### src/rtl/factorial_pkg.sv
// factorial_pkg: shared definitions for the factorial request scheduler.
//   state_t      - scheduler FSM encoding (also driven out on the state port)
//   ERR_*        - response error codes carried on rsp_err
//   DEF_SIZE     - default operand/result width
//   DEF_MAX_N    - default largest operand whose factorial fits DEF_SIZE bits
//   idx_width()  - width of a requester index for a given requester count
package factorial_pkg;

  typedef enum logic [1:0] {
    ST_IDLE   = 2'd0,
    ST_LAUNCH = 2'd1,
    ST_WAIT   = 2'd2,
    ST_RESP   = 2'd3
  } state_t;

  localparam logic [1:0] ERR_OK      = 2'b00;
  localparam logic [1:0] ERR_RANGE   = 2'b01;
  localparam logic [1:0] ERR_TIMEOUT = 2'b10;

  localparam int DEF_SIZE  = 8;
  localparam int DEF_MAX_N = 5;

  function automatic int idx_width(input int n);
    return (n > 1) ? $clog2(n) : 1;
  endfunction

endpackage

### src/rtl/rr_arbiter.sv
// rr_arbiter: combinational round-robin selector.
//   req   [NUM_REQ-1:0] - request vector
//   ptr   [IDX_W-1:0]   - index where the search starts (highest priority)
//   grant [NUM_REQ-1:0] - one-hot grant, all-zero when no request
//   idx   [IDX_W-1:0]   - index of the granted requester (0 when none)
module rr_arbiter #(
  parameter int NUM_REQ = 4,
  parameter int IDX_W   = 2
) (
  input  logic [NUM_REQ-1:0] req,
  input  logic [IDX_W-1:0]   ptr,
  output logic [NUM_REQ-1:0] grant,
  output logic [IDX_W-1:0]   idx
);

  logic             found;
  logic [IDX_W-1:0] cand;

  // Walk the requesters starting at ptr, wrapping modulo NUM_REQ; the first
  // active one wins.
  always_comb begin
    grant = '0;
    idx   = '0;
    found = 1'b0;
    cand  = '0;
    for (int k = 0; k < NUM_REQ; k++) begin
      cand = IDX_W'((int'(ptr) + k) % NUM_REQ);
      if (!found && req[cand]) begin
        found       = 1'b1;
        grant[cand] = 1'b1;
        idx         = cand;
      end
    end
  end

endmodule

### src/rtl/factorial_sched.sv
// factorial_sched: arbitrates NUM_REQ requesters onto one external factorial
// engine and returns the result to the granted requester.
//   clk, rst            - clock, synchronous active-high reset
//   req, req_n          - per-requester request level and packed operands
//   ack                 - one-hot, one-cycle response pulse
//   rsp_result, rsp_err - response payload, zero whenever ack is zero
//   eng_go, eng_n       - engine start pulse and operand
//   eng_done, eng_result- engine completion and result
//   state, busy         - FSM state (debug) and non-idle indicator
//
// Handshake: a requester raises req with a stable operand and holds both
// until its ack pulse; the response payload is valid only in the ack cycle.
// Toward the engine, eng_go is a single-cycle start; the first eng_done seen
// while waiting completes the job and any eng_done at other times is ignored.
module factorial_sched
  import factorial_pkg::*;
#(
  parameter int SIZE    = DEF_SIZE,
  parameter int NUM_REQ = 4,
  parameter int MAX_N   = DEF_MAX_N,
  parameter int TIMEOUT = 255
) (
  input  logic                    clk,
  input  logic                    rst,
  input  logic [NUM_REQ-1:0]      req,
  input  logic [NUM_REQ*SIZE-1:0] req_n,
  output logic [NUM_REQ-1:0]      ack,
  output logic [SIZE-1:0]         rsp_result,
  output logic [1:0]              rsp_err,
  output logic                    eng_go,
  output logic [SIZE-1:0]         eng_n,
  input  logic                    eng_done,
  input  logic [SIZE-1:0]         eng_result,
  output logic [1:0]              state,
  output logic                    busy
);

  localparam int IDX_W = idx_width(NUM_REQ);
  localparam int CNT_W = $clog2(TIMEOUT + 1);

  state_t             cur, nxt;
  logic [IDX_W-1:0]   ptr_q, idx_q, g_idx;
  logic [NUM_REQ-1:0] g_onehot, req_eff, last_mask;
  logic [SIZE-1:0]    n_sel, n_q, res_q;
  logic [1:0]         err_q;
  logic [CNT_W-1:0]   cnt_q;
  logic               after_ack_q;
  logic               grant_valid, n_range, timed_out;

  // The requester just acknowledged may still show req in the following
  // cycle; hide it so it cannot be re-granted back to back.
  assign last_mask = NUM_REQ'(1) << idx_q;
  assign req_eff   = req & ~(after_ack_q ? last_mask : '0);

  rr_arbiter #(
    .NUM_REQ (NUM_REQ),
    .IDX_W   (IDX_W)
  ) u_arb (
    .req   (req_eff),
    .ptr   (ptr_q),
    .grant (g_onehot),
    .idx   (g_idx)
  );

  assign grant_valid = |g_onehot;
  assign n_sel       = req_n[int'(g_idx)*SIZE +: SIZE];
  assign n_range     = n_sel > SIZE'(MAX_N);
  assign timed_out   = cnt_q == CNT_W'(TIMEOUT);

  // State register
  always_ff @(posedge clk) begin
    if (rst) cur <= ST_IDLE;
    else     cur <= nxt;
  end

  // Next-state logic
  always_comb begin
    nxt = cur;
    unique case (cur)
      ST_IDLE:   if (grant_valid) nxt = n_range ? ST_RESP : ST_LAUNCH;
      ST_LAUNCH: nxt = ST_WAIT;
      ST_WAIT:   if (eng_done || timed_out) nxt = ST_RESP;
      ST_RESP:   nxt = ST_IDLE;
      default:   nxt = ST_IDLE;
    endcase
  end

  // Datapath: grant latch, round-robin pointer, timeout counter, response.
  always_ff @(posedge clk) begin
    if (rst) begin
      ptr_q       <= '0;
      idx_q       <= '0;
      n_q         <= '0;
      res_q       <= '0;
      err_q       <= ERR_OK;
      cnt_q       <= '0;
      after_ack_q <= 1'b0;
    end else begin
      after_ack_q <= (cur == ST_RESP);
      unique case (cur)
        ST_IDLE: begin
          if (grant_valid) begin
            idx_q <= g_idx;
            n_q   <= n_sel;
            ptr_q <= (g_idx == IDX_W'(NUM_REQ - 1)) ? '0 : g_idx + IDX_W'(1);
            res_q <= '0;
            err_q <= n_range ? ERR_RANGE : ERR_OK;
          end
        end
        ST_LAUNCH: cnt_q <= '0;
        ST_WAIT: begin
          if (eng_done) begin
            res_q <= eng_result;
            err_q <= ERR_OK;
          end else if (timed_out) begin
            res_q <= '0;
            err_q <= ERR_TIMEOUT;
          end else begin
            cnt_q <= cnt_q + CNT_W'(1);
          end
        end
        default: ;
      endcase
    end
  end

  assign ack        = (cur == ST_RESP) ? last_mask : '0;
  assign rsp_result = (cur == ST_RESP) ? res_q : '0;
  assign rsp_err    = (cur == ST_RESP) ? err_q : ERR_OK;
  assign eng_go     = (cur == ST_LAUNCH);
  assign eng_n      = n_q;
  assign state      = cur;
  assign busy       = (cur != ST_IDLE);

endmodule
### config.mk
export PLATFORM = sky130hd
export DESIGN_NAME = factorial_sched
export DESIGN_NICKNAME = d
export VERILOG_FILES = /design/src/rtl/factorial_pkg.sv /design/src/rtl/rr_arbiter.sv /design/src/rtl/factorial_sched.sv
export SDC_FILE = /design/constraint.sdc
export NUM_CORES = 1
export LEC_CHECK = 0
export CORE_MARGIN = 2
export CORE_UTILIZATION = 35
export CTS_BUF_LIST = sky130_fd_sc_hd__clkbuf_8 sky130_fd_sc_hd__clkbuf_16
export DETAILED_ROUTE_END_ITERATION = 8
export PLACE_DENSITY = 0.6
export REMOVE_ABC_BUFFERS = 1
export SYNTH_ARGS = -nofsm -noshare
export SYNTH_HDL_FRONTEND = slang
export SYNTH_HIERARCHICAL = 1
export SYNTH_SLANG_ARGS = --single-unit
### constraint.sdc
create_clock -name clk -period 4.2 [get_ports clk]
set_input_delay 0.84 -clock clk [delete_from_list [all_inputs] [get_ports clk]]
set_output_delay 0.84 -clock clk [all_outputs]
set_load 0.02 [all_outputs]
==> flow_metrics.tcl <==
set metrics [dict create \
    port-buffer-count 72 \
    crit_type "in2reg" \
    wl_per_cell_um 13.9 \
    fp-row-count 29 \
    cp_max_fo 11 \
    cp-start-kind "input port" \
    dr_total_vias 2231 \
    netlist_instances 274 \
    cts_resized 0 \
    rsz0062_at_grt "false" \
    grt-ovfl-total 0 \
    antenna_found_initial 0 \
    cp_top_family "compound AO/OA/AOI/OAI gates" \
    async_flop_share_pct 0 \
    ir_drop_v 0.000236 \
    ys_types 51 \
    arrival_ps 4090 \
    first_pass_iters 4 \
    crit_required_ps 4370 \
    cts_buffer_depth 2 \
    place_congestion 0.823 \
    die_area_mm2 0.00730 \
    drc 0 \
    initial_utilization_pct 36.3 \
    drive_above_1_share_pct 11.0 \
    area_growth_pct 38.9 \
    worst_setup_path_end_kind "flip-flop" \
    fin_cells 421 \
    fp.dieW_um 85.4 \
    io_pins 73 \
    ys_seq_area_share_pct 28.5 \
    place_ws_ps 8.84 \
    finalSetupTns_ps 0 \
    setup_ws_ps 288 \
    synthMostInstantiatedCell "nand2_1" \
    seqCellArea_um2 661 \
    fin_worst_skew_ps 9.96 \
    final_nets 402 \
    grt_pass1_vias 2139 \
    slew_headroom_pct 37.3 \
    maxCapViolCount 0 \
    worstSkewPairLatency_ps 290 \
    path_cells "clkdlybuf4s50_1 -> o31a_1 -> and3b_1 -> o21ai_0 -> o31ai_1 -> o31a_1 -> buf_12 -> mux4_2 -> nor4_2 -> nand2_1 -> a22oi_2 -> nor2_1" \
    grt_first_pass_wirelength_um 9690 \
    power.density_mw_per_mm2 510 \
    hold_violations 0 \
    max_freq_mhz 256 \
    cts_post_setup_buffers_inserted 0 \
    crit_slowest_cell "o31ai_1" \
    grt_use_total_pct 16.5 \
    n_antenna_cell 0 \
    hold_ws_ps 457 \
    synth_enable_flop_cells 0 \
    drv_slew 0 \
    wirelength_um 5850 \
    netlist_area_mm2 0.00232 \
    p_leak_uw 0.00119 \
    place_inst 413 \
    synthesis.area_per_instance_um2 8.47 \
    cts_buffers 5 \
    antenna_left 0 \
    h-tree-depth 2 \
    die_h_um 85.4 \
    ys_warn_count 6 \
    path_clk_slew_ps 70 \
    drtIter0Drc 79 \
    yosysTopAreaCellShare_pct 28.5 \
    multiInputGateArea_mm2 0.00153 \
    fin_crit_ps 3910 \
    grt_start_max_net_pins 30 \
    synthFlopType "dfxtp_1" \
    clock-sinks 33 \
    cts.hold.buffers_added 0 \
    hp-class "reg2reg" \
    ys_top_cells_by_count "nand2_1, dfxtp_1, a21oi_1, nor2_1, o21ai_0" \
    synth_top_cell_by_area "dfxtp_1" \
    viasPerCell 5.30 \
    path_buf_inv 2 \
    cts_tree "yes" \
    period_share_pct 93.1 \
    setup_violations 0 \
    yosys-top-cells-area "dfxtp_1, nand2_1, mux4_2, ha_1, mux4_1" \
    core-area_mm2 0.00639 \
    ys_seq_elements 33 \
    fill_cells 593 \
    status "finished, final reports clean" \
    max_stage_delay_ps 630 \
    cts-root-buf "clkbuf_8" \
    worst_pin_slew_ps 937 \
    hpwl_um 4380 \
    cp_common_cell "o31a_1" \
]
through the flow:
step	power (µW)	cell area, µm²	utilization [%]
3_5_place_dp	1380	3120	48.9
3_3_place_gp	1390	3120	48.9
4_1_cts	1660	3220	50.5
2_1_floorplan	1050	2220	-
6_report	1640	3220	50.5
5_1_grt	1770	3220	50.5
routing by layer:
| layer | global-route usage (%) | share of wire (%) | routed length [µm] | up-vias |
|---|---|---|---|---|
| li1 | - | - | - | 1116 |
| met1 | 21.7 | 46 | 2670 | 1034 |
| met2 | 25.3 | 46 | 2690 | 70 |
| met3 | 4.18 | 6.1 | 355 | 11 |
| met4 | 7.65 | 2.5 | 144 | 0 |
| met5 | 0 | 0 | 0 | - |
placed cells by master, fill, tap and decap left out, types with 5 or more instances in the layout:
cell / n
a21oi_1: 19
and2_1: 10
buf_4: 8
clkbuf_8: 7
clkdlybuf4s50_1: 72
dfxtp_1: 33
ha_1: 12
inv_1: 10
mux4_2: 7
nand2_1: 48
nand3b_1: 9
nor2_1: 17
o21ai_0: 16
xor2_1: 5
cell families (layout without fill, tap and decap cells):
| kind of cell | Yosys count | after routing | synth area share [%] |
|---|---|---|---|
| AOI/OAI and AO/OA | 68 | 68 | 19.7 |
| xor gates and xnor gates | 5 | 5 | 1.89 |
| and+or+nand+nor | 114 | 114 | 25.5 |
| muxes | 13 | 13 | 12.2 |
| DFF | 33 | 33 | 28.5 |
| buffers and inverters | 29 | 99 | 5.77 |
| adders and majority gates | 12 | 12 | 6.47 |
layout make-up:
| class | count | share of cell area [%] |
|---|---|---|
| flip-flops and latches | 33 | 20.5 |
| clock buffers | 7 | 2.99 |
| inverters | 10 | 1.16 |
| repair buffers | 81 | 24.8 |
| multi-input cells | 212 | 47.4 |
| clock inverters | 1 | 0.155 |
| well taps | 77 | 2.99 |
sequential cells by signal, summed over array words and instances (netlist names):
name         cells
err_q            2
idx_q            2
eng_n            8
state            2
ptr_q            2
cnt_q            8
after_ack_q      1
res_q            8
worst paths after layout:
kind / slack [ps] / start / end / cells past startpoint
min reg2reg: 460 / eng_n[4] / eng_n[4] / 2
max reg2reg: 720 / idx_q[0] / err_q[0] / 12
min: 460 / eng_n[4] / eng_n[4] / 2
max: 290 / req[0] / err_q[0] / 12
report_power, final:
| part | switching, µW | leakage, µW | total, µW | internal, µW |
|---|---|---|---|---|
| Sequential | 52.8 | 0.000269 | 421 | 368 |
| Combinational | 529 | 0.000864 | 954 | 425 |
| Clock | 121 | 0.0000542 | 269 | 148 |
tightest hold or removal path, cell delays in order (launching register included):
cell and delay (ps):
dfxtp_1 310, nand2_1 50, a21oi_1 50
Note: power is estimated with default switching activity, not from simulation.
